<file path="src/rtl/ddr3_pll_phase_pkg.sv">
// Shared definitions for the DDR3 PLL phase-adjust controller.
//   state_t  : controller state encoding
//   SEL_OUT* : bit positions within REQ_SEL for each PLL output select
package ddr3_pll_phase_pkg;

  typedef enum logic [2:0] {
    ST_PWRDN,
    ST_WAIT_LOCK,
    ST_IDLE,
    ST_SETUP,
    ST_ROT_HI,
    ST_ROT_GAP,
    ST_LOAD,
    ST_DONE
  } state_t;

  localparam int SEL_OUT0 = 0;
  localparam int SEL_OUT2 = 1;
  localparam int SEL_OUT3 = 2;

endpackage

</file>
<file path="src/rtl/ddr3_pll_lock_filter.sv">
// PLL lock qualifier: synchronises the asynchronous PLL_LOCK and requires
// LOCK_FILTER consecutive high samples before reporting lock.
//   CLK, RESET_N : fabric clock, async active-low reset
//   CLR          : clears the qualification counter (PLL restart)
//   PLL_LOCK     : raw, asynchronous lock from the PLL
//   LOCKED       : filtered lock status
module ddr3_pll_lock_filter #(
  parameter int LOCK_FILTER = 16
) (
  input  logic CLK,
  input  logic RESET_N,
  input  logic CLR,
  input  logic PLL_LOCK,
  output logic LOCKED
);

  localparam int CW = $clog2(LOCK_FILTER + 1);

  logic          sync_q1;
  logic          sync_q2;
  logic [CW-1:0] cnt;

  // NOTE: clocked state uses non-blocking assignments so every flop samples
  // the pre-edge values; the synchroniser depends on this ordering.
  always_ff @(posedge CLK or negedge RESET_N) begin
    if (!RESET_N) begin
      sync_q1 <= 1'b0;
      sync_q2 <= 1'b0;
      cnt     <= '0;
    end else begin
      sync_q1 <= PLL_LOCK;
      sync_q2 <= sync_q1;
      // Any synchronised low sample restarts qualification.
      if (CLR || !sync_q2) begin
        cnt <= '0;
      end else if (cnt != CW'(LOCK_FILTER)) begin
        cnt <= cnt + 1'b1;
      end
    end
  end

  assign LOCKED = (cnt == CW'(LOCK_FILTER));

endmodule

</file>
<file path="src/rtl/ddr3_pll_phase_ctrl.sv">
// Fabric-side controller for the CCC/PLL dynamic phase-adjust interface.
// Sequences PLL power-down, qualifies lock, and turns phase-shift commands
// into timed PHASE_ROTATE pulses and an optional LOAD_PHASE_N strobe.
//   CLK, RESET_N            : fabric clock, async active-low reset
//   REQ_VALID/REQ_READY     : command handshake
//   REQ_SEL/DIR/STEPS/LOAD  : command payload, captured on handshake
//   RESTART                 : one-cycle pulse, power-cycles the PLL
//   DONE / ERR              : one-cycle completion / lock-loss abort pulses
//   BUSY, LOCKED            : status
//   PLL_LOCK                : asynchronous lock from the PLL
//   PLL_POWERDOWN_N, PHASE_OUT*_SEL, PHASE_DIRECTION, PHASE_ROTATE,
//   LOAD_PHASE_N            : registered drives to the PLL
module ddr3_pll_phase_ctrl
  import ddr3_pll_phase_pkg::*;
#(
  parameter int ROT_HIGH    = 2,
  parameter int ROT_GAP     = 8,
  parameter int STEP_W      = 8,
  parameter int LOCK_FILTER = 16,
  parameter int PD_CYCLES   = 32
) (
  input  logic              CLK,
  input  logic              RESET_N,
  input  logic              REQ_VALID,
  output logic              REQ_READY,
  input  logic [2:0]        REQ_SEL,
  input  logic              REQ_DIR,
  input  logic [STEP_W-1:0] REQ_STEPS,
  input  logic              REQ_LOAD,
  input  logic              RESTART,
  output logic              DONE,
  output logic              ERR,
  output logic              BUSY,
  output logic              LOCKED,
  input  logic              PLL_LOCK,
  output logic              PLL_POWERDOWN_N,
  output logic              PHASE_OUT0_SEL,
  output logic              PHASE_OUT2_SEL,
  output logic              PHASE_OUT3_SEL,
  output logic              PHASE_DIRECTION,
  output logic              PHASE_ROTATE,
  output logic              LOAD_PHASE_N
);

  localparam int ROT_MAX = (ROT_HIGH > ROT_GAP) ? ROT_HIGH : ROT_GAP;
  localparam int RC_W    = (ROT_MAX > 1) ? $clog2(ROT_MAX) : 1;
  localparam int PD_W    = (PD_CYCLES > 1) ? $clog2(PD_CYCLES) : 1;

  state_t            state;
  logic [PD_W-1:0]   pd_cnt;
  logic [RC_W-1:0]   rot_cnt;
  logic [STEP_W-1:0] step_cnt;
  logic              cap_load;
  logic [2:0]        phase_sel;
  logic              locked;
  logic              in_cmd;

  ddr3_pll_lock_filter #(
    .LOCK_FILTER (LOCK_FILTER)
  ) u_lock_filter (
    .CLK      (CLK),
    .RESET_N  (RESET_N),
    .CLR      (RESTART),
    .PLL_LOCK (PLL_LOCK),
    .LOCKED   (locked)
  );

  assign in_cmd    = state inside {ST_SETUP, ST_ROT_HI, ST_ROT_GAP, ST_LOAD, ST_DONE};
  assign REQ_READY = (state == ST_IDLE) && locked;
  assign BUSY      = (state != ST_IDLE);
  assign LOCKED    = locked;

  assign PHASE_OUT0_SEL = phase_sel[SEL_OUT0];
  assign PHASE_OUT2_SEL = phase_sel[SEL_OUT2];
  assign PHASE_OUT3_SEL = phase_sel[SEL_OUT3];

  always_ff @(posedge CLK or negedge RESET_N) begin
    if (!RESET_N) begin
      state           <= ST_PWRDN;
      pd_cnt          <= '0;
      rot_cnt         <= '0;
      step_cnt        <= '0;
      cap_load        <= 1'b0;
      phase_sel       <= 3'b000;
      PHASE_DIRECTION <= 1'b0;
      PHASE_ROTATE    <= 1'b0;
      LOAD_PHASE_N    <= 1'b1;
      PLL_POWERDOWN_N <= 1'b0;
      DONE            <= 1'b0;
      ERR             <= 1'b0;
    end else begin
      // NOTE: pulse outputs default low here and are raised only by the
      // branch that needs them, which keeps them single-cycle.
      DONE <= 1'b0;
      ERR  <= 1'b0;

      if (RESTART) begin
        state           <= ST_PWRDN;
        pd_cnt          <= '0;
        PLL_POWERDOWN_N <= 1'b0;
        phase_sel       <= 3'b000;
        PHASE_DIRECTION <= 1'b0;
        PHASE_ROTATE    <= 1'b0;
        LOAD_PHASE_N    <= 1'b1;
      end else if (in_cmd && !locked) begin
        // Lock lost mid-command: release the PLL controls immediately.
        state           <= ST_WAIT_LOCK;
        ERR             <= 1'b1;
        phase_sel       <= 3'b000;
        PHASE_DIRECTION <= 1'b0;
        PHASE_ROTATE    <= 1'b0;
        LOAD_PHASE_N    <= 1'b1;
      end else begin
        case (state)
          ST_PWRDN: begin
            if (pd_cnt == PD_W'(PD_CYCLES - 1)) begin
              state           <= ST_WAIT_LOCK;
              pd_cnt          <= '0;
              PLL_POWERDOWN_N <= 1'b1;
            end else begin
              pd_cnt <= pd_cnt + 1'b1;
            end
          end

          ST_WAIT_LOCK: begin
            if (locked) state <= ST_IDLE;
          end

          ST_IDLE: begin
            if (!locked) begin
              state <= ST_WAIT_LOCK;
            end else if (REQ_VALID) begin
              state           <= ST_SETUP;
              phase_sel       <= REQ_SEL;
              PHASE_DIRECTION <= REQ_DIR;
              step_cnt        <= REQ_STEPS;
              cap_load        <= REQ_LOAD;
            end
          end

          ST_SETUP: begin
            rot_cnt <= '0;
            if (step_cnt != '0) begin
              state        <= ST_ROT_HI;
              PHASE_ROTATE <= 1'b1;
            end else if (cap_load) begin
              state        <= ST_LOAD;
              LOAD_PHASE_N <= 1'b0;
            end else begin
              state <= ST_DONE;
              DONE  <= 1'b1;
            end
          end

          ST_ROT_HI: begin
            if (rot_cnt == RC_W'(ROT_HIGH - 1)) begin
              state        <= ST_ROT_GAP;
              rot_cnt      <= '0;
              PHASE_ROTATE <= 1'b0;
              if (step_cnt != '0) step_cnt <= step_cnt - 1'b1;
            end else begin
              rot_cnt <= rot_cnt + 1'b1;
            end
          end

          ST_ROT_GAP: begin
            if (rot_cnt == RC_W'(ROT_GAP - 1)) begin
              rot_cnt <= '0;
              if (step_cnt != '0) begin
                state        <= ST_ROT_HI;
                PHASE_ROTATE <= 1'b1;
              end else if (cap_load) begin
                state        <= ST_LOAD;
                LOAD_PHASE_N <= 1'b0;
              end else begin
                state <= ST_DONE;
                DONE  <= 1'b1;
              end
            end else begin
              rot_cnt <= rot_cnt + 1'b1;
            end
          end

          ST_LOAD: begin
            state        <= ST_DONE;
            LOAD_PHASE_N <= 1'b1;
            DONE         <= 1'b1;
          end

          ST_DONE: begin
            state           <= ST_IDLE;
            phase_sel       <= 3'b000;
            PHASE_DIRECTION <= 1'b0;
          end

          default: state <= ST_PWRDN;
        endcase
      end
    end
  end

endmodule

</file>
<file path="config.mk">
export PLATFORM = sky130hd
export DESIGN_NAME = ddr3_pll_phase_ctrl
export DESIGN_NICKNAME = d
export VERILOG_FILES = /design/src/rtl/ddr3_pll_phase_pkg.sv /design/src/rtl/ddr3_pll_lock_filter.sv /design/src/rtl/ddr3_pll_phase_ctrl.sv
export SDC_FILE = /design/constraint.sdc
export NUM_CORES = 1
export LEC_CHECK = 0
export CORE_MARGIN = 2
export CORE_UTILIZATION = 54
export CTS_CLUSTER_DIAMETER = 30
export CTS_CLUSTER_SIZE = 40
export DETAILED_ROUTE_END_ITERATION = 10
export PLACE_DENSITY = 0.79
export SYNTH_ARGS = -nofsm -noshare
export SYNTH_HDL_FRONTEND = slang
export SYNTH_HIERARCHICAL = 1
export SYNTH_SLANG_ARGS = --single-unit
</file>
<file path="constraint.sdc">
create_clock -name CLK -period 2.2 [get_ports CLK]
set_clock_uncertainty 0.05 [all_clocks]
set_input_delay 0.22 -clock CLK [delete_from_list [all_inputs] [get_ports CLK]]
set_output_delay 0.22 -clock CLK [all_outputs]
set_load 0.05 [all_outputs]
</file>
# --- Word level (Yosys, flattened, before mapping) ---
# Cells that the tools add are included.
word_totals:
  regBits: 36
  latch_bits: 0
  ram_bits: 0
  mem_bits_ro: 0
  output_inout_bits: 12
  elab_cells: 130
  memories: 0
classes:
  n_addsub: 4
  n_mul: 0
  div: 0
  n_lt_le_gt_ge: 0
  n_eq_ne: 25
  shift: 0
  n_mux: 59
  n_bitwise: 2
  reduce_logical: 25
op_table:
  columns: ["operator", "n"]
  rows:
  - ["$mux 3", 14]
  - ["$mux 8", 4]
  - ["$mux 5", 6]
  - ["$mux 1", 26]
  - ["$pmux 3 s8", 1]
  - ["$pmux 8 s2", 1]
  - ["$eq 3x3->1 const B", 5]
  - ["$reduce_bool 5->1", 3]
  - ["$reduce_and 3->1", 4]
  - ["$add 5x1->5 const B", 2]
  - ["$eq 5x5->1 const B", 2]
  - ["$reduce_and 5->1", 2]
  - ["$pmux 1 s3", 3]
  - ["$pmux 3 s3", 1]
  - ["$ne 4x2->1 const B", 2]
  - ["$ne 4x3->1 const B", 2]
  - ["$ne 4x4->1 const B", 2]
  - ["$reduce_bool 2->1", 4]
  - ["$reduce_bool 8->1", 1]
  - ["$sub 8x1->8 const B", 1]
  - ["$reduce_and 7->1", 1]
  - ["$eq 3x1->1 const B", 2]
  - ["$eq 3x2->1 const B", 2]
  - ["$ne 2x2->1 const B", 3]
  - ["other kinds (16)", 21]

# --- Longest topological paths before layout ---
logic_depth:
  ltp_word: 6
  ltp_mapped: 9

# --- Hierarchy ---
# Netlist, hierarchy kept.
by_module_without_submodules:
  columns: ["mod", "n_inst", "cells_each", "area_each_um2", "seq_area_each_um2"]
  rows:
  - ["ddr3_pll_phase_ctrl", 1, 197, 1744.2, 726.9]
  - ["ddr3_pll_lock_filter", 1, 29, 354.1, 175.2]

# --- Least setup slack after synthesis ---
# Ideal clock, no wire load.
synth_path:
  path_type: "reg2reg"
  from: "reg u_lock_filter.cnt[0]"
  to: "reg step_cnt[6]"
  setup_ns: 0.122
  t_arrival_ns: 2.187
  required_ns: 2.028
  slack_ns: -0.160
  path_stages_with_launch: 10
  n_path_buf: 2
  synth_period_minus_slack_ns: 2.360
  path_cell_list: "dfrtp_1 > inv_1 > ha_1 > nor4bb_1 > buf_2 > and4bb_2 > o221ai_2 > buf_6 > o21ai_2 > o21ai_1"
synth_between:
  elab_chain_len: 5
synth_rtl:
  columns: ["item", "line", "text"]
  rows:
  - ["start: declaration", "ddr3_pll_lock_filter.sv:21", "logic [CW-1:0] cnt;"]
  - ["start signal: assignment", "ddr3_pll_lock_filter.sv:37", "cnt <= cnt + 1'b1;"]
  - ["$eq 5x5->1 *", "ddr3_pll_lock_filter.sv:42", "assign LOCKED = (cnt == CW'(LOCK_FILTER));"]
  - ["named net LOCKED", "ddr3_pll_phase_ctrl.sv:34", "output logic LOCKED,"]
  - ["$logic_not 1->1", null, null]
  - ["$logic_and 1x1->1", "ddr3_pll_phase_ctrl.sv:105", "end else if (in_cmd && !locked) begin"]
  - ["$not 1->1 (no line)", null, null]
  - ["$reduce_and 7->1 (no line) *", null, null]
  - ["end signal: assignment", "ddr3_pll_phase_ctrl.sv:160", "if (step_cnt != '0) step_cnt <= step_cnt - 1'b1;"]
  - ["end: declaration", "ddr3_pll_phase_ctrl.sv:52", "logic [STEP_W-1:0] step_cnt;"]
# Mark *: on every way through the listed nets, which the timed path passes. The rest lies on a longest branch.
# A chain may end at the register's enable or synchronous reset.

# --- Worst setup path after layout ---
layout_path:
  from: "reg u_lock_filter.cnt[0]"
  to: "reg phase_sel[1]"
layout_between:
  elab_chain_len: 5
layout_rtl:
  columns: ["item", "line", "text"]
  rows:
  - ["$eq 5x5->1 *", "ddr3_pll_lock_filter.sv:42", null]
  - ["$logic_not 1->1", null, null]
  - ["$logic_and 1x1->1", "ddr3_pll_phase_ctrl.sv:105", null]
  - ["$ne 4x3->1 (no line) (tied with other cells)", null, null]
  - ["$reduce_and 3->1 (no line) or $mux 3 (tied branches)", null, null]
  - ["end signal: assignment", "ddr3_pll_phase_ctrl.sv:101", "phase_sel <= 3'b000;"]
  - ["end signal: assignment", "ddr3_pll_phase_ctrl.sv:109", "phase_sel <= 3'b000;"]
  - ["end signal: assignment", "ddr3_pll_phase_ctrl.sv:134", "phase_sel <= REQ_SEL;"]
  - ["end: declaration", "ddr3_pll_phase_ctrl.sv:54", "logic [2:0] phase_sel;"]
# Every way passes the cells marked *; elsewhere a longest branch is shown, timed or not.

==> summary.txt <==
Critical path
  • Crit path cell chain: inv_1 > ha_1 > nor4bb_4 > buf_4 > inv_1 > o21ai_1 > o31ai_1 > a221o_1 > mux2i_1
  • CP arrival: 2190 ps
  • CP most frequent cell: inv_1
  • RR Startpoint: u_lock_filter/cnt[0]
  • Worst Reg2Reg Path Length in Cells: 9
  • CP Class: reg2reg
  • CP max-delay cell: dfrtp_1
  • CP bufs+invs: 3
  • Reg2Reg Capture Point: phase_sel[1]
  • CP delay by family, top: compound AO/OA/AOI/OAI gates
  • CP peak stage delay: 420 ps
  • Critical Path RT: 2330 ps
  • CP Capture Type: flop
  • Max Fanout on Critical Path: 7
  • CP Launch Type: flop
  • Reg-to-reg slack, setup: 140 ps
  • Worst path depth: 9

Job
  • Max Cap Viol: 0

Finish
  • Final nets: 290
  • Syn-to-layout area delta: 24.9%
  • Share of cells above drive strength 1: 12.5%
  • # diodes: 0
  • Final Util: 71.0%
  • Non-filler cells, final: 312

Clock tree
  • CTS clk-pin slew, worst paths: 80 ps
  • Root buf cell: clkbuf_8
  • CTS buffer count: 5
  • Clock Path Buffers: 2
  • H-tree depth: 2
  • CTS tree: yes
  • Sink Count: 36
  • Clock Latency Late Sink: 290 ps

Synthesis
  • Syn Inst Count: 226
  • Post-synth EDFFs: 0
  • Syn_nets: 253
  • Synth unique cells: 47
  • Synth warn: 6
  • Leading area contributor after synthesis: dfrtp_1
  • Flops & latches, synth: 36
  • Most frequent cell after synthesis: dfrtp_1
  • Commonest cells in the synthesized netlist: dfrtp_1, nand2_1, a21oi_1, nor2_1, o21ai_0
  • Syn Area/Cell: 9.28 sq um
  • Post-synth top area share: 41.7%
  • Ys flop type: dfrtp_1
  • Asr flop ratio synth: 100%
  • Mapped cell area: 2100 sq um
  • Seq/Total Area, Yosys: 43.0%
  • Synth area leaders: dfrtp_1, ha_1, mux2i_1

Routing
  • Post-route ant nets: 0
  • Residual DRC count: 0
  • Detailed-router iteration count before antenna repair: 4
  • DR iter-0 viols: 104
  • Post-Route WL: 4380 um
  • Vias/cell: 5.84
  • Wire per inst: 14.0 um
  • Vias post-DR: 1,822

Floorplanning
  • DIE AREA: 4400 sq um
  • IO Pins: 30
  • Placement Rows: 22
  • Die Ht: 66.3 um
  • Starting Density: 56.9%
  • Core area: 3690 sq um
  • Die W: 66.3 um

STA
  • Actual slew at the worst max-slew pin: 783 ps
  • Setup TNS: 0 ps
  • Slew headroom: 47.8%
  • RSZ-0062 raised after global routing: false
  • Final setup vio count: 0
  • Final hold violations: 0
  • Fin crit period: 2060 ps
  • Fin crit share: 93.5%
  • Peak Freq: 486 MHz
  • Slew Limit Fails: 0

GRT
  • Vias in the first global route: 1,641
  • First-pass GRT wire length: 7380 um
  • GRT overflow: 0
  • Global Route Usage Sum: 22.3%
  • Initial antenna violation count: 0
  • Largest net degree at the start of global routing: 37

Hold path
  • HP Start: u_lock_filter/sync_q1
  • HP Class: reg2reg
  • Hold path depth: 0
  • Worst Hold End: u_lock_filter/sync_q2

Power and ir drop
  • Worst VDD drop: 0.714 mV
  • Static leakage: 1.12 nW
  • PwrDens: 957 nW/um^2

Placed design
  • Detailed Place HPWL: 3040 um
  • Final GP Congestion: 0.842
  • # port buffers: 29
  • Inst Count DP: 301

Run status
  • Status: completed
[power by group]
group	internal [mW]	total (mW)	leakage [nW]	switching, mW
clock	0.335	0.583	0.0541	0.247
combinational	0.385	0.974	0.592	0.588
sequential	0.799	0.952	0.472	0.153
total	1.52	2.51	1.12	0.988
[cell type report]
type                            instances  area (sq um)
Sequential cell                        36           902
Clock buffer                            5          68.8
Multi-Input combinational cell        166          1100
Inverter                               12          45.0
Fill cell                             300          1070
Clock inverter                          3          42.5
Timing Repair Buffer                   42           403
Tap cell                               48          60.1
[registers in the layout (all words and copies together), names as in the netlist, 3 cells and up]
signal / count
pd_cnt: 5
phase_sel: 3
rot_cnt: 3
state: 3
step_cnt: 8
u_lock_filter/cnt: 5
[repair_timing]
action	in CTS	in global routing
gates resized for setup	0	3
setup buffers	0	2
hold buffers	1	0
endpoints found under the setup margin	0	10
endpoints found under the hold margin	35	0
[kinds of logic (layout without fill, tap and decap cells)]
kind of cell	Yosys count	count (layout)	synth area share, %
xor+xnor	4	4	1.67
compound gates	65	65	19.6
buf+inv	24	62	5.66
simple gates	78	78	19.9
mux	10	10	4.83
fa+ha+maj	9	9	5.37
flops	36	36	43.0
[how the worst max path moves through the flow]
stage	start	endpoint	slack, ps
finish	u_lock_filter/cnt[0]	phase_sel[1]	140
floorplan	u_lock_filter/cnt[0]	step_cnt[6]	60
detailed placement	u_lock_filter/cnt[0]	phase_sel[1]	100
CTS	u_lock_filter/cnt[0]	phase_sel[1]	70
global placement	u_lock_filter/cnt[0]	phase_sel[0]	170
global route	u_lock_filter/cnt[0]	phase_sel[2]	9
[placed cells by master (no fill, tap or decap), types with 2 or more instances in the layout]
cell              n
a221o_1           2
a22oi_1           2
a31oi_1           5
nor3_1            6
buf_12            2
inv_1            12
nor3b_1           2
nor4b_1           2
clkbuf_8          5
nand3b_1          5
a211oi_1          3
nand3_1           5
a21oi_1          17
o31ai_1           4
nand2_1          20
nor2b_1           2
o21ai_0          13
or4_1             2
nand2b_1          3
and3_1            3
ha_1              8
o21ai_1           7
or3b_1            4
dfrtp_1          35
mux2i_1           9
clkdlybuf4s50_1  25
nor2_1           17
o22ai_1           2
nor4_1            4
buf_4            13
xnor2_1           3
[per-layer routing]
metal / track usage, % / wire [um] / vias up
met1: 29.1 / 2060 / 880
met4: 6.63 / 34 / 0
met5: 0 / 0 / -
met2: 35.6 / 2120 / 38
li1: - / - / 896
met3: 6.81 / 158 / 8
[stage by stage]
stage / setup slack (ps) / power, mW / hold slack, ps / instance area (sq um)
final: 142 / 2.51 / 311 / 2620
after global routing: 8.61 / 2.69 / 320 / 2620
after CTS: 71.7 / 2.52 / 307 / 2590
after detailed placement: 102 / 1.92 / 291 / 2470
after global placement: 167 / 1.90 / 286 / 2470
after floorplan: 63.9 / 1.66 / -126 / 2100
Note: power is estimated with default switching activity, not from simulation.
